### config.mk
export PLATFORM = sky130hd
export DESIGN_NAME = psum_norm
export DESIGN_NICKNAME = d
export VERILOG_FILES = /design/src/rtl/psum_norm.sv
export SDC_FILE = /design/constraint.sdc
export NUM_CORES = 1
export LEC_CHECK = 0
export ABC_AREA = 1
export CORE_ASPECT_RATIO = 0.6
export CORE_MARGIN = 3
export CORE_UTILIZATION = 40
export DETAILED_ROUTE_END_ITERATION = 16
export GPL_ROUTABILITY_DRIVEN = 0
export MAX_ROUTING_LAYER = met4
export PLACE_DENSITY = 0.71
export SYNTH_ARGS = -nofsm -noshare
export SYNTH_HDL_FRONTEND = slang
export SYNTH_SLANG_ARGS = --single-unit
### constraint.sdc
create_clock -name clk -period 6.5 [get_ports clk]
set_input_delay 0.65 -clock clk [delete_from_list [all_inputs] [get_ports clk]]
set_output_delay 0.65 -clock clk [all_outputs]
set_load 0.005 [all_outputs]
### src/rtl/psum_norm.sv
// psum_norm: turns a row of absolute partial sums into per-column fractions abs[i]/sum.
// One restoring divider is shared across the columns. PSUM_NORM_ROUND_EN selects round-to-nearest.
module psum_norm #(
  parameter int col     = 8,
  parameter int bw      = 8,
  parameter int bw_psum = 2*bw+4,
  parameter int out_bw  = 8
) (
  input  logic                    clk,
  input  logic                    reset,
  input  logic [col*bw_psum-1:0]  abs_in,
  input  logic [bw_psum+3:0]      sum_in,
  input  logic                    in_valid,
  output logic                    in_ready,
  output logic [col*out_bw-1:0]   norm_out,
  output logic                    out_valid,
  input  logic                    out_ready,
  output logic [1:0]              state_dbg
);

  localparam int SW = bw_psum + 4;
  localparam int NW = bw_psum + out_bw + 4;
  localparam int RW = bw_psum + 5;
  localparam int CW = (col > 1) ? $clog2(col) : 1;
  localparam int KW = (out_bw > 1) ? $clog2(out_bw) : 1;

  typedef enum logic [1:0] {IDLE = 2'd0, DIV = 2'd1, DONE = 2'd2} state_t;

  state_t                   state, state_nxt;
  logic [col*bw_psum-1:0]   abs_r;
  logic [SW-1:0]            sum_r;
  logic [col*out_bw-1:0]    norm_r;
  logic [CW-1:0]            c_r;
  logic [KW-1:0]            k_r;
  logic [RW-1:0]            rem_r;
  logic [out_bw-1:0]        low_r;
  logic [out_bw-1:0]        q_r;
  logic                     sat_r;

  logic [bw_psum-1:0]       abs_cur;
  logic [NW-1:0]            num;
  logic [SW-1:0]            num_hi;
  logic                     sat_start;
  logic                     first_bit, last_bit, last_col;
  logic [RW-1:0]            cur_rem, shifted, rem_nxt;
  logic [out_bw-1:0]        cur_low, cur_q, q_nxt, col_val;
  logic                     cur_sat, ge;
  logic                     accept;

  // Handshakes: a transfer happens on any rising edge where valid && ready are both high;
  // valid never waits on ready, and in_ready/out_valid are pure functions of the state.
  assign in_ready  = (state == IDLE) && !reset;
  assign out_valid = (state == DONE);
  assign norm_out  = norm_r;
  assign state_dbg = state;
  assign accept    = in_valid && in_ready;

  always_comb begin
    abs_cur = '0;
    for (int i = 0; i < col; i++)
      if (c_r == CW'(i)) abs_cur = abs_r[i*bw_psum +: bw_psum];
  end

`ifdef PSUM_NORM_ROUND_EN
  assign num = {4'b0, abs_cur, {out_bw{1'b0}}} + NW'(sum_r >> 1);
`else
  assign num = {4'b0, abs_cur, {out_bw{1'b0}}};
`endif

  // The integer part of num already reaching sum means the quotient needs more than out_bw bits.
  assign num_hi    = num[NW-1:out_bw];
  assign sat_start = (num_hi >= sum_r);
  assign first_bit = (k_r == '0);
  assign last_bit  = (k_r == KW'(out_bw-1));
  assign last_col  = (c_r == CW'(col-1));

  always_comb begin
    cur_rem = first_bit ? {1'b0, num_hi}   : rem_r;
    cur_low = first_bit ? num[out_bw-1:0]  : low_r;
    cur_q   = first_bit ? '0               : q_r;
    cur_sat = first_bit ? sat_start        : sat_r;
    shifted = {cur_rem[RW-2:0], cur_low[out_bw-1]};
    ge      = (shifted >= {1'b0, sum_r});
    rem_nxt = ge ? (shifted - {1'b0, sum_r}) : shifted;
    q_nxt   = {cur_q[out_bw-2:0], ge};
    col_val = cur_sat ? '1 : q_nxt;
  end

  always_comb begin
    state_nxt = state;
    case (state)
      IDLE: if (accept) state_nxt = (sum_in == '0) ? DONE : DIV;
      DIV:  if (last_bit && last_col) state_nxt = DONE;
      DONE: if (out_ready) state_nxt = IDLE;
      default: state_nxt = IDLE;
    endcase
  end

  always_ff @(posedge clk) begin
    if (reset) begin
      state  <= IDLE;
      abs_r  <= '0;
      sum_r  <= '0;
      norm_r <= '0;
      c_r    <= '0;
      k_r    <= '0;
      rem_r  <= '0;
      low_r  <= '0;
      q_r    <= '0;
      sat_r  <= 1'b0;
    end else begin
      state <= state_nxt;
      case (state)
        IDLE: if (accept) begin
          abs_r  <= abs_in;
          sum_r  <= sum_in;
          norm_r <= '0;
          c_r    <= '0;
          k_r    <= '0;
        end
        DIV: begin
          rem_r <= rem_nxt;
          low_r <= cur_low << 1;
          q_r   <= q_nxt;
          sat_r <= cur_sat;
          if (last_bit) begin
            for (int i = 0; i < col; i++)
              if (c_r == CW'(i)) norm_r[i*out_bw +: out_bw] <= col_val;
            k_r <= '0;
            c_r <= last_col ? '0 : c_r + 1'b1;
          end else begin
            k_r <= k_r + 1'b1;
          end
        end
        default: ;
      endcase
    end
  end

endmodule

### Word level (Yosys, flattened, before mapping)

Index checks and enable logic that the tools add are counted.

* bits in writable memories: 0
* logic and storage cells: 101
* memories kept: 0
* output and inout bits: 68
* register bits after elaboration: 295
* bits in latches: 0
* bits in read-only memories: 0

* equality and inequality tests: 22
* multiplexer cells: 36
* shifts and indexed selects: 0
* order comparisons: 2
* add/sub/neg operators: 3
* multipliers: 0
* div/mod/pow operators: 0
* bitwise logic cells: 0
* reductions and logical operators: 21

Operators by type and width (count)
* 20-bit two-way mux: 8
* 64-bit two-way mux: 2
* 64-bit case mux with 2 select lines: 1
* 8-bit two-way mux: 10
* 24-bit two-way mux: 2
* 4-bit AND reduction: 8
* 25-bit by 24-bit >= comparator with 1-bit output: 1
* 20-bit by 24-bit >= comparator with 1-bit output: 1
* 24-bit zero test: 1
* 24-bit subtractor: 1
* 2-bit inequality test, second input constant: 11
* 3-bit == test, second input constant: 5
* 3-bit two-way mux: 4
* 3-bit case mux with 2 select lines: 2
* 2-bit two-way mux: 4
* 7-bit two-way mux: 1
* 3-bit by 1-bit adder with 3-bit output, second input constant: 2
* 3-bit by 2-bit == test with 1-bit output, second input constant: 2
* 3-bit zero test: 2
* 2-bit case mux with 3 select lines: 1
* 3-bit AND reduction: 2
* 2-bit AND reduction: 2
* 3-bit by 1-bit == test with 1-bit output, second input constant: 1
* 1-bit logical AND: 3
* 7 further kinds: 7

### Logic depth before layout (Yosys ltp)

Gate-level depths: netlist of run 1.

* depth after elaboration: 15
* gate-level depth with buffers: 32

### Least setup slack after synthesis of run 1

OpenSTA, ideal clock, no wires.

* path type: reg2reg
* start point: register c_r[2]
* end point: register rem_r[18]
* slack: 3.029 ns
* buffers on the path: 3
* required time: 6.368 ns
* cell stages (with the launch flop): 26
* arrival: 3.338 ns
* period minus slack after synthesis: 3.471 ns
* cell sequence: dfxtp_1 inv_1 clkbuf_1 ha_1 inv_1 clkbuf_1 o21ai_0 inv_1 nand2_1 nand2_1 nand2_1 nand2_1 nand2_1 nand3_1 nand2_1 ha_1 nand2_1 nor2_1 nand2_1 nor3_1 nand2_1 nand4_2 clkbuf_1 a21oi_1 nand2_1 a21oi_1

* word-level cells in the longest chain between the ends: 12
* elaborated cells on any way between the ends: 20
* classes of those cells: add/sub: 1; order compare: 1; eq/ne: 7; mux: 10; reduce/logical: 1

RTL lines
* from (decl): line 33 `logic [CW-1:0] c_r;`
* from (signal assigned): line 130 `c_r <= last_col ? '0 : c_r + 1'b1;`
* 3-bit zero test: line 61 `if (c_r == CW'(i)) abs_cur = abs_r[i*bw_psum +: bw_psum];`
* 20-bit two-way mux (7 in a row): line 61
* 20-bit two-way mux (*): line 61
* 24-bit two-way mux (*): line 78 `cur_rem = first_bit ? {1'b0, num_hi} : rem_r;`
* 24-bit subtractor or 25-bit by 24-bit >= comparator with 1-bit output (tied branches): line 84, 83
* 24-bit two-way mux (*): line 84 `rem_nxt = ge ? (shifted - {1'b0, sum_r}) : shifted;`
* to (signal assigned): line 122 `rem_r <= rem_nxt;`
* to (decl): line 35 `logic [RW-1:0] rem_r;`

Mark *: on every way between the ends. The rest lies on a longest branch, timed or not.
A chain may end at the register's enable or synchronous reset.

### Worst setup path after layout of run 1

* start point: register c_r[2]
* end point: register rem_r[23]

The elaborated chain is that of the path after synthesis.

==> flow_results.org, run 1 <==
** Cells and area
- Sequential cell area :: 0.00577 sq mm
- Fillers :: 3760
- Post-layout instance count excluding filler cells :: 3050
- 0 antenna diodes ended up in the layout.
- Area of the multi-input gates :: 0.00765 sq mm
- Layout Nets :: between 2k and 3k
- The area growth from synthesis to layout is 24.6%.
- Of the cells placed in the final design, the portion with a size suffix greater than 1 is under 10%.

** Logic synthesis
- Post-synth EDFFs :: 0
- Top cell types by occurrence after synthesis :: nand2_1 (610), inv_1 (370), dfxtp_1 (288)
- Library cells used by synthesis :: 38
- Among all flip-flop cells after synthesis, the most frequent one is dfxtp_1.
- Area contributors post-synth :: dfxtp_1 (37%), nand2_1 (15%), inv_1 (9.0%), a21oi_1 (8.8%), o21ai_0 (7.1%)
- Counting every net in the synthesized netlist gives between 2k and 3k.
- Synthesis produced a netlist whose cell count is around 2.4k.
- Synth area leader :: dfxtp_1
- During synthesis, Yosys emitted a total of 0 warnings.
- Fraction of post-synthesis cell area in the top cell type by area :: a little under two fifths
- Combined area of all synthesized cells :: between 0.015 and 0.02 sq mm
- Post-Synthesis Mean Instance Area :: about 6.6 sq um
- Flops & latches, synth :: between 200 and 300
- In the post-synthesis netlist, the cell with the most instances is nand2_1.
- After synthesis, the share of flip-flops with an asynchronous set or reset is 0%.
- Proportion of synthesized chip area in sequential cells :: 37.4%

** Worst setup path
- Data on the critical path arrives at its endpoint at slightly below 6000 ps.
- Of all nets on the critical path, the largest fanout is 35.
- CP delay by family, top :: simple AND/OR/NAND/NOR gates
- Worst Setup End Kind :: flop
- Ordered list of cells on the worst path :: inv_1 > ha_1 > inv_1 > nand2_1 > inv_1 > nand2_1 > nand2_1 > nand2_1 > nand2_1 > nand2_1 > nand2_1 > nand3_1 > nand2_1 > ha_1 > a21oi_1 > nor2_1 > nor2_1 > nor2_1 > nor2_1 > nand4_2 > buf_4 > nand2_1 > o21ai_0 > a21oi_1
- In this design, the stage delay of the slowest critical-path cell is 770 ps.
- Setup Crit Path Kind :: flop to flop
- On the critical path, the stage with the largest delay is an instance of inv_1.
- Top cell by count, worst path :: nand2_1
- Data on the critical path is required at its endpoint by 6990 ps.
- Buf+Inv Stages, Crit Path :: 4
- Critical Path Source Type :: flop

** Drt
- The detail route stage leaves a number of antenna-violating nets equal to 0.
- Iteration-0 DRC Markers :: 1852
- Wires add up to ~52000 microns.
- The pre-antenna-repair detailed-routing pass consisted of 6 iterations.
- Vias per Instance :: between 5 and 6
- Total via count after detailed routing :: between 15k and 20k
- In the routed design, unresolved DRC markers number 0.
- Detail-routed net length per standard cell :: around 17 microns

** STA
- The count of final max-slew check failures came to 0.
- The final critical path takes up around 81% of the cycle.
- Max transition margin :: a little under a quarter
- Fin Clk Skew :: approximately 14 ps
- Highest Clock Rate :: roughly 190 MHz
- The worst path meets setup with about 1200 ps of slack.
- Number of failing hold endpoints at the final stage :: 0
- Final worst path period need :: roughly 5300 ps
- Hold is met by about 450 ps.
- Number of failing setup endpoints in the final timing report :: 0
- Adding up every negative setup slack in the final design gives 0 ps.
- Measured slew at the worst slew-check pin :: between 1000 and 1500 ps
- RSZ-0062 raised after global routing :: no

** Floorplan
- After floorplanning, the core was divided into 55 placement rows.
- 256 I/O pins were placed.
- The core region is around 0.038 sq mm.
- Width of the die :: approximately 260 microns
- Area of the die :: around 0.04 sq mm
- Floorplan die height :: approximately 160 microns
- Once the floorplan was initialized, standard cells occupied between 40% and 50% of the core.

** Pwr
- Internal power comes to 4.91 mW.
- Switching fraction of total power :: 42.4%
- VDD sags by at most approximately 0.24 mV.
- Overall power consumption after layout is estimated at between 8 and 9 mW.
- Pwr per Cell Area :: between 400 and 500 mW/mm^2
- For this design the static power due to leakage is around 8.9 nW.
- Share of power burned in registers :: 28.2%
- Summed over all nets, the switching power comes to 3.61 mW.
- Clock group share of total power :: 22.0%
- Combinational logic is responsible for approximately 50% of the overall power.

** Place
- Port Buf Inserts :: between 200 and 300
- Inst Count DP :: 2996
- The wire-length estimate of the detail-placed layout is 38000 microns.
- Prior to clock tree synthesis, the placed netlist has a worst setup slack of approximately 1500 ps.

** Job
- The tool flagged a number of max-cap violations equal to 0.

** Clock tree
- Num CTS Buffers :: 29
- Counting along the longest clock path gives a buffer depth of 3.
- At the later pin of the worst-skew pair, clock insertion delay measures 570 ps.
- Number of instances resized during post-cts repair :: 0
- In this run the clock root is driven by a clkbuf_16.
- CTS tree :: built
- The number of setup buffers added after CTS is 0.
- CTS built an H-tree with a depth of 1.
- Clock slew at reported path FFs :: roughly 60 ps
- Count of hold buffers inserted by post-cts repair :: 0
- For this design, the sink count on the clock tree is approximately 290.

** Min path
- The tightest min-delay check is of the flop to flop type.

** GRT
- The number of antenna violations at the first check in global routing was 0.
- Global routing finished with a remaining overflow of 0.
- Number of global-route vias before repair :: around 15k
- The first global-routing pass estimated between 70000 and 80000 microns of wire.
- Maximum number of pins on one net before global-route repair :: between 150 and 200
- Tot GR Track Use :: around 25%

** Status
- Result of the run :: finished clean
==> layer usage <==
layer | share of wire, % | global-route usage, % | wire [microns]
met1 | 48 | 36.7 | 24700
met2 | 40 | 35.2 | 20800
met3 | 10 | 6.17 | 5170
met4 | 2.1 | 5.09 | 1090
met5 | 0 | - | 0
==> per-stage QoR <==
stage	utilization [%]	cell area (sq um)
after global routing	50.8	19200
after CTS	50.8	19200
after detailed placement	48.0	18200
final	50.8	19200
after global placement	48.0	18200
after floorplan	-	15400
==> state kept, by name, indices dropped and copies added, names as in the netlist <==
name	count
sum_r	24
norm_out	64
sat_r	1
c_r	3
k_r	3
state_dbg	2
abs_r	160
rem_r	24
q_r	7
==> final cells by class <==
cell class	count	area share [%]
clock buffers	36	4.12
clock inverters	18	1.41
inverters	378	7.42
multi-input cells	1546	39.8
flip-flops and latches	288	30.0
well taps	513	3.34
repair buffers	271	13.9
==> placed cells by master (no fill, tap or decap), types with 11 or more instances in the layout <==
| cell | count |
|---|---|
| nand3_1 | 199 |
| clkbuf_16 | 29 |
| nand2_1 | 610 |
| ha_1 | 53 |
| nand4_1 | 11 |
| clkdlybuf4s50_1 | 254 |
| o21a_1 | 59 |
| nor2_1 | 71 |
| inv_1 | 370 |
| dfxtp_1 | 288 |
| buf_4 | 16 |
| o21ai_0 | 218 |
| a21oi_1 | 270 |
==> worst reg2reg max path, cell delays in order (launching register included) <==
cell     delay (ps)
dfxtp_1         470
inv_1           390
ha_1            350
inv_1           770
nand2_1         120
inv_1            80
nand2_1         130
nand2_1         140
nand2_1          60
nand2_1          50
nand2_1         130
nand2_1         130
nand3_1          90
nand2_1          80
ha_1            270
a21oi_1         270
nor2_1           90
nor2_1          180
nor2_1           60
nor2_1          230
nand4_2         150
buf_4           250
nand2_1         370
o21ai_0         160
a21oi_1         180
==> logic make-up after synthesis <==
| logic type | count (synthesis) | share of synthesized area (%) |
|---|---|---|
| AOI/OAI and AO/OA | 558 | 19.5 |
| xor gates and xnor gates | 11 | 0.625 |
| adders and majority gates | 54 | 4.43 |
| buffers and inverters | 516 | 13.0 |
| DFF | 288 | 37.4 |
| and+or+nand+nor | 923 | 25.0 |
==> path summary, 6_finish.rpt <==
path / from / endpoint / slack, ps / depth (start not counted)
worst max-delay path: c_r[2] / rem_r[23] / 1220 / 24
worst min-delay path: abs_r[79] / abs_r[79] / 450 / 2
worst max register to register: c_r[2] / rem_r[23] / 1220 / 24
worst min register to register: abs_r[79] / abs_r[79] / 450 / 2
==> power groups by stage <==
stage               logic, mW  clock network [mW]  registers (mW)
floorplan                2.86                   0            2.40
global placement         4.05                   0            2.41
detailed placement       4.14                   0            2.43
CTS                      4.16                1.90            2.40
global route             4.72                1.98            2.44
finish                   4.24                1.87            2.40
(Power assumes the default switching activity.)
==> run 2, diff against run 1 <==
--- a/config.mk
+++ b/config.mk
@@ -12,7 +12,7 @@
 export DETAILED_ROUTE_END_ITERATION = 16
 export GPL_ROUTABILITY_DRIVEN = 0
 export MAX_ROUTING_LAYER = met4
-export PLACE_DENSITY = 0.71
+export PLACE_DENSITY = 0.73
 export SYNTH_ARGS = -nofsm -noshare
 export SYNTH_HDL_FRONTEND = slang
 export SYNTH_SLANG_ARGS = --single-unit
==> constraint.sdc (replaced) <==
create_clock -name clk -period 4.3 [get_ports clk]
set_input_delay 0.43 -clock clk [delete_from_list [all_inputs] [get_ports clk]]
set_output_delay 0.43 -clock clk [all_outputs]
set_load 0.005 [all_outputs]
==> run 2 against run 1 <==
  * Worst setup slack lost 970 ps
  * Critical path type unchanged
  * Register-to-register slack lost 970 ps
  * Highest routed layer unchanged
  * Global-route usage shrank 0.19 points
==> flow_results.org, run 2 (same netlist as run 1, synthesis figures left out) <==
** Status
- Result of the run :: finished clean

** Cells and area
- Cells fill 51.7% of the core in the end.
- Register containing the most flip-flops in the final layout :: abs_r
- 0 antenna diodes ended up in the layout.
- Number of flip-flops under the largest register name :: 160
- Fillers :: about 3.7k
- Most frequent cells in the layout :: nand2_1 (606), inv_1 (367), dfxtp_1 (287)
- After routing the design area is between 0.015 and 0.02 sq mm.
- Layout Nets :: 2779
- The library cell used most frequently in the layout, excluding fill and tap cells, is nand2_1.
- Of the cells placed in the final design, the portion with a size suffix greater than 1 is roughly 5.2%.
- Syn-to-layout area delta :: 26.9%
- Excluding fillers, the count of instances in the completed layout stands at 3073.

** Floorplan
- Initial standard-cell utilization of the core :: 40.7%
- The die is roughly 260 microns wide.
- 256 I/O pins were placed.
- Measured along the y axis, the die boundary spans roughly 160 microns.
- The floorplan step defined a core boundary enclosing approximately 0.038 sq mm.
- # rows :: 55
- The floorplan step defined a die boundary enclosing just over 0.04 sq mm.

** Place
- During placement, the flow inserted port buffers numbering approximately 260.
- Inst Count DP :: between 3k and 4k
- Area post-placement :: ~0.018 sq mm
- Setup WS pre-CTS :: around 100 ps
- Detailed placement ended at an HPWL of ~38000 microns.

** Clock tree
- TritonCTS built the clock tree.
- Num CTS Buffers :: 29
- Count of hold buffers inserted by post-cts repair :: 0
- Counting every sink on the clock net gives ~290.
- Clock slew at reported path FFs :: about 70 ps
- Number of buffers on the longest clock path :: 3
- The clock reaches the later pin of the worst-skew pair after just under 600 ps.
- Total number of H-tree levels :: 1
- The tree is rooted in a clkbuf_16.

** Drt
- In this run the remaining antenna-violating nets after routing total 0.
- First-pass DRT Iterations :: 6
- The final route contains around 16k vias.
- Iteration-0 DRC Markers :: approximately 2.3k
- Detail-routed net length per standard cell :: 17.0 microns
- After detailed routing, the number of vias per cell comes to 5.24.
- The routed design has about 52000 microns of wire.
- In the routed design, unresolved DRC markers number 0.

** GRT
- Number of antenna violations at the first check in global routing :: 0
- Global routing used around 6.1% of the available met3 tracks.
- Met2 Track Usage GR :: 34.3%
- Leftover overflow at the end of global routing :: 0
- Tot GR Track Use :: roughly a quarter
- For this run, global-route usage on met1 was measured as approximately 37%.
- Global-route wire length before repair :: 79100 microns
- Maximum number of pins on one net before global-route repair :: 192
- The layer flagged by global routing as most heavily used is met1.
- The number of global-route vias before repair is roughly 15k.

** Pwr
- For this design the ratio of total power to cell area is 672 mW/mm^2.
- In this run the static leakage power is between 8 and 9 nW.
- Maximum ir drop on the vdd rail :: ~0.39 mV

** STA
- Measured slew at the worst slew-check pin :: 915 ps
- The clock arrives with around 13 ps of skew.
- Setup violations remaining at the end of the flow were counted as 0.
- Final worst path period need :: between 4000 and 5000 ps
- In the finished design, the share of the clock period the worst path needs comes to a little over nine tenths.
- Number of failing hold endpoints at the final stage :: 0
- The tightest hold path in the finished design has a slack of approximately 400 ps.
- Max transition margin :: about two fifths
- Setup slack after layout :: 252 ps
- Timing would allow up to ~250 MHz.
- The count of final max-slew check failures is 0.

** Min path
- Worst hold path class :: input port to flop

** Job
- Max-cap violations in this run came to 0.

** Worst setup path
- Critical Path Source Type :: flop
- Data on the critical path arrives at its endpoint at about 4500 ps.
- The critical path is of the flop to flop type.
- CP Max Fanout :: 6
- STA puts the critical path data required time at 4740 ps.
- Worst Setup End Kind :: flop
==> run 2: changes by cell type in the layout (fill, tap and decap cells not counted), sizes merged <==
cell      change
inv           -2
buf          +20
clkinv        -2
clkinvlp      +7
bufinv        +1
clkbuf        -1
==> run 2: per-stage QoR <==
| step | setup TNS, ps | power (mW) |
|---|---|---|
| floorplan | 0 | 7.95 |
| detailed placement | 0 | 10.0 |
| global placement | 0 | 9.90 |
| global route | -6.82 | 14.0 |
| CTS | 0 | 13.0 |
| finish | 0 | 13.1 |
==> run 2: report_power, final <==
part	switching [mW]	internal (mW)	total, mW	leakage [nW]
sequential	0.342	3.32	3.66	2.37
clock	1.16	1.73	2.89	0.522
combinational	4.06	2.54	6.60	6.10
total	5.56	7.58	13.1	8.99
==> run 2: cell type report <==
cell class / count / area, sq um / area share (%)
tap: 513 / 642 / 3.28
inverter: 378 / 1440 / 7.34
timing repair buffer: 291 / 2900 / 14.8
multi-input combinational: 1546 / 7710 / 39.4
clock buffer: 35 / 778 / 3.98
sequential: 288 / 5770 / 29.5
clock inverter: 19 / 309 / 1.58
timing repair inverter: 3 / 20.0 / 0.102
==> run 2: per-layer routing <==
metal	part of all wire, %	routed length [microns]	vias to the layer above
met1	47	24400	7408
met5	0	0	-
met2	39	20400	766
met4	2.6	1370	0
li1	-	-	7837
met3	11	5910	93
==> run 2: path summary, 6_finish.rpt <==
check	from	end	slack [ps]	cells after the start
worst max register to register	c_r[0]	rem_r[22]	250	26
worst min-delay path	abs_in[39]	abs_r[39]	400	3
worst min register to register	abs_r[127]	abs_r[127]	450	2
worst max-delay path	c_r[0]	rem_r[22]	250	26
==> run 2: timing repair <==
action | 4_1_cts | 5_1_grt
buffers inserted | 0 | 9
setup endpoints to repair | 0 | 87
resized for setup | 0 | 25
==> run 2: worst max-delay path, stage by stage, from the launching register on <==
cell	delay (ps)
dfxtp_1	330
inv_1	130
ha_1	190
inv_1	70
nor2_4	200
clkinvlp_4	250
buf_4	210
nand3_1	70
nand2_1	80
nand2_1	120
nand2_1	80
nand2_1	60
nand2_1	60
nand2_1	160
nand3_1	170
nand2_1	170
fa_1	320
nand3_1	130
inv_1	70
nor2_1	40
o21ai_1	340
nand3_1	130
nand3_1	170
xnor2_1	140
nand2_1	90
nand2_1	70
a21oi_1	60
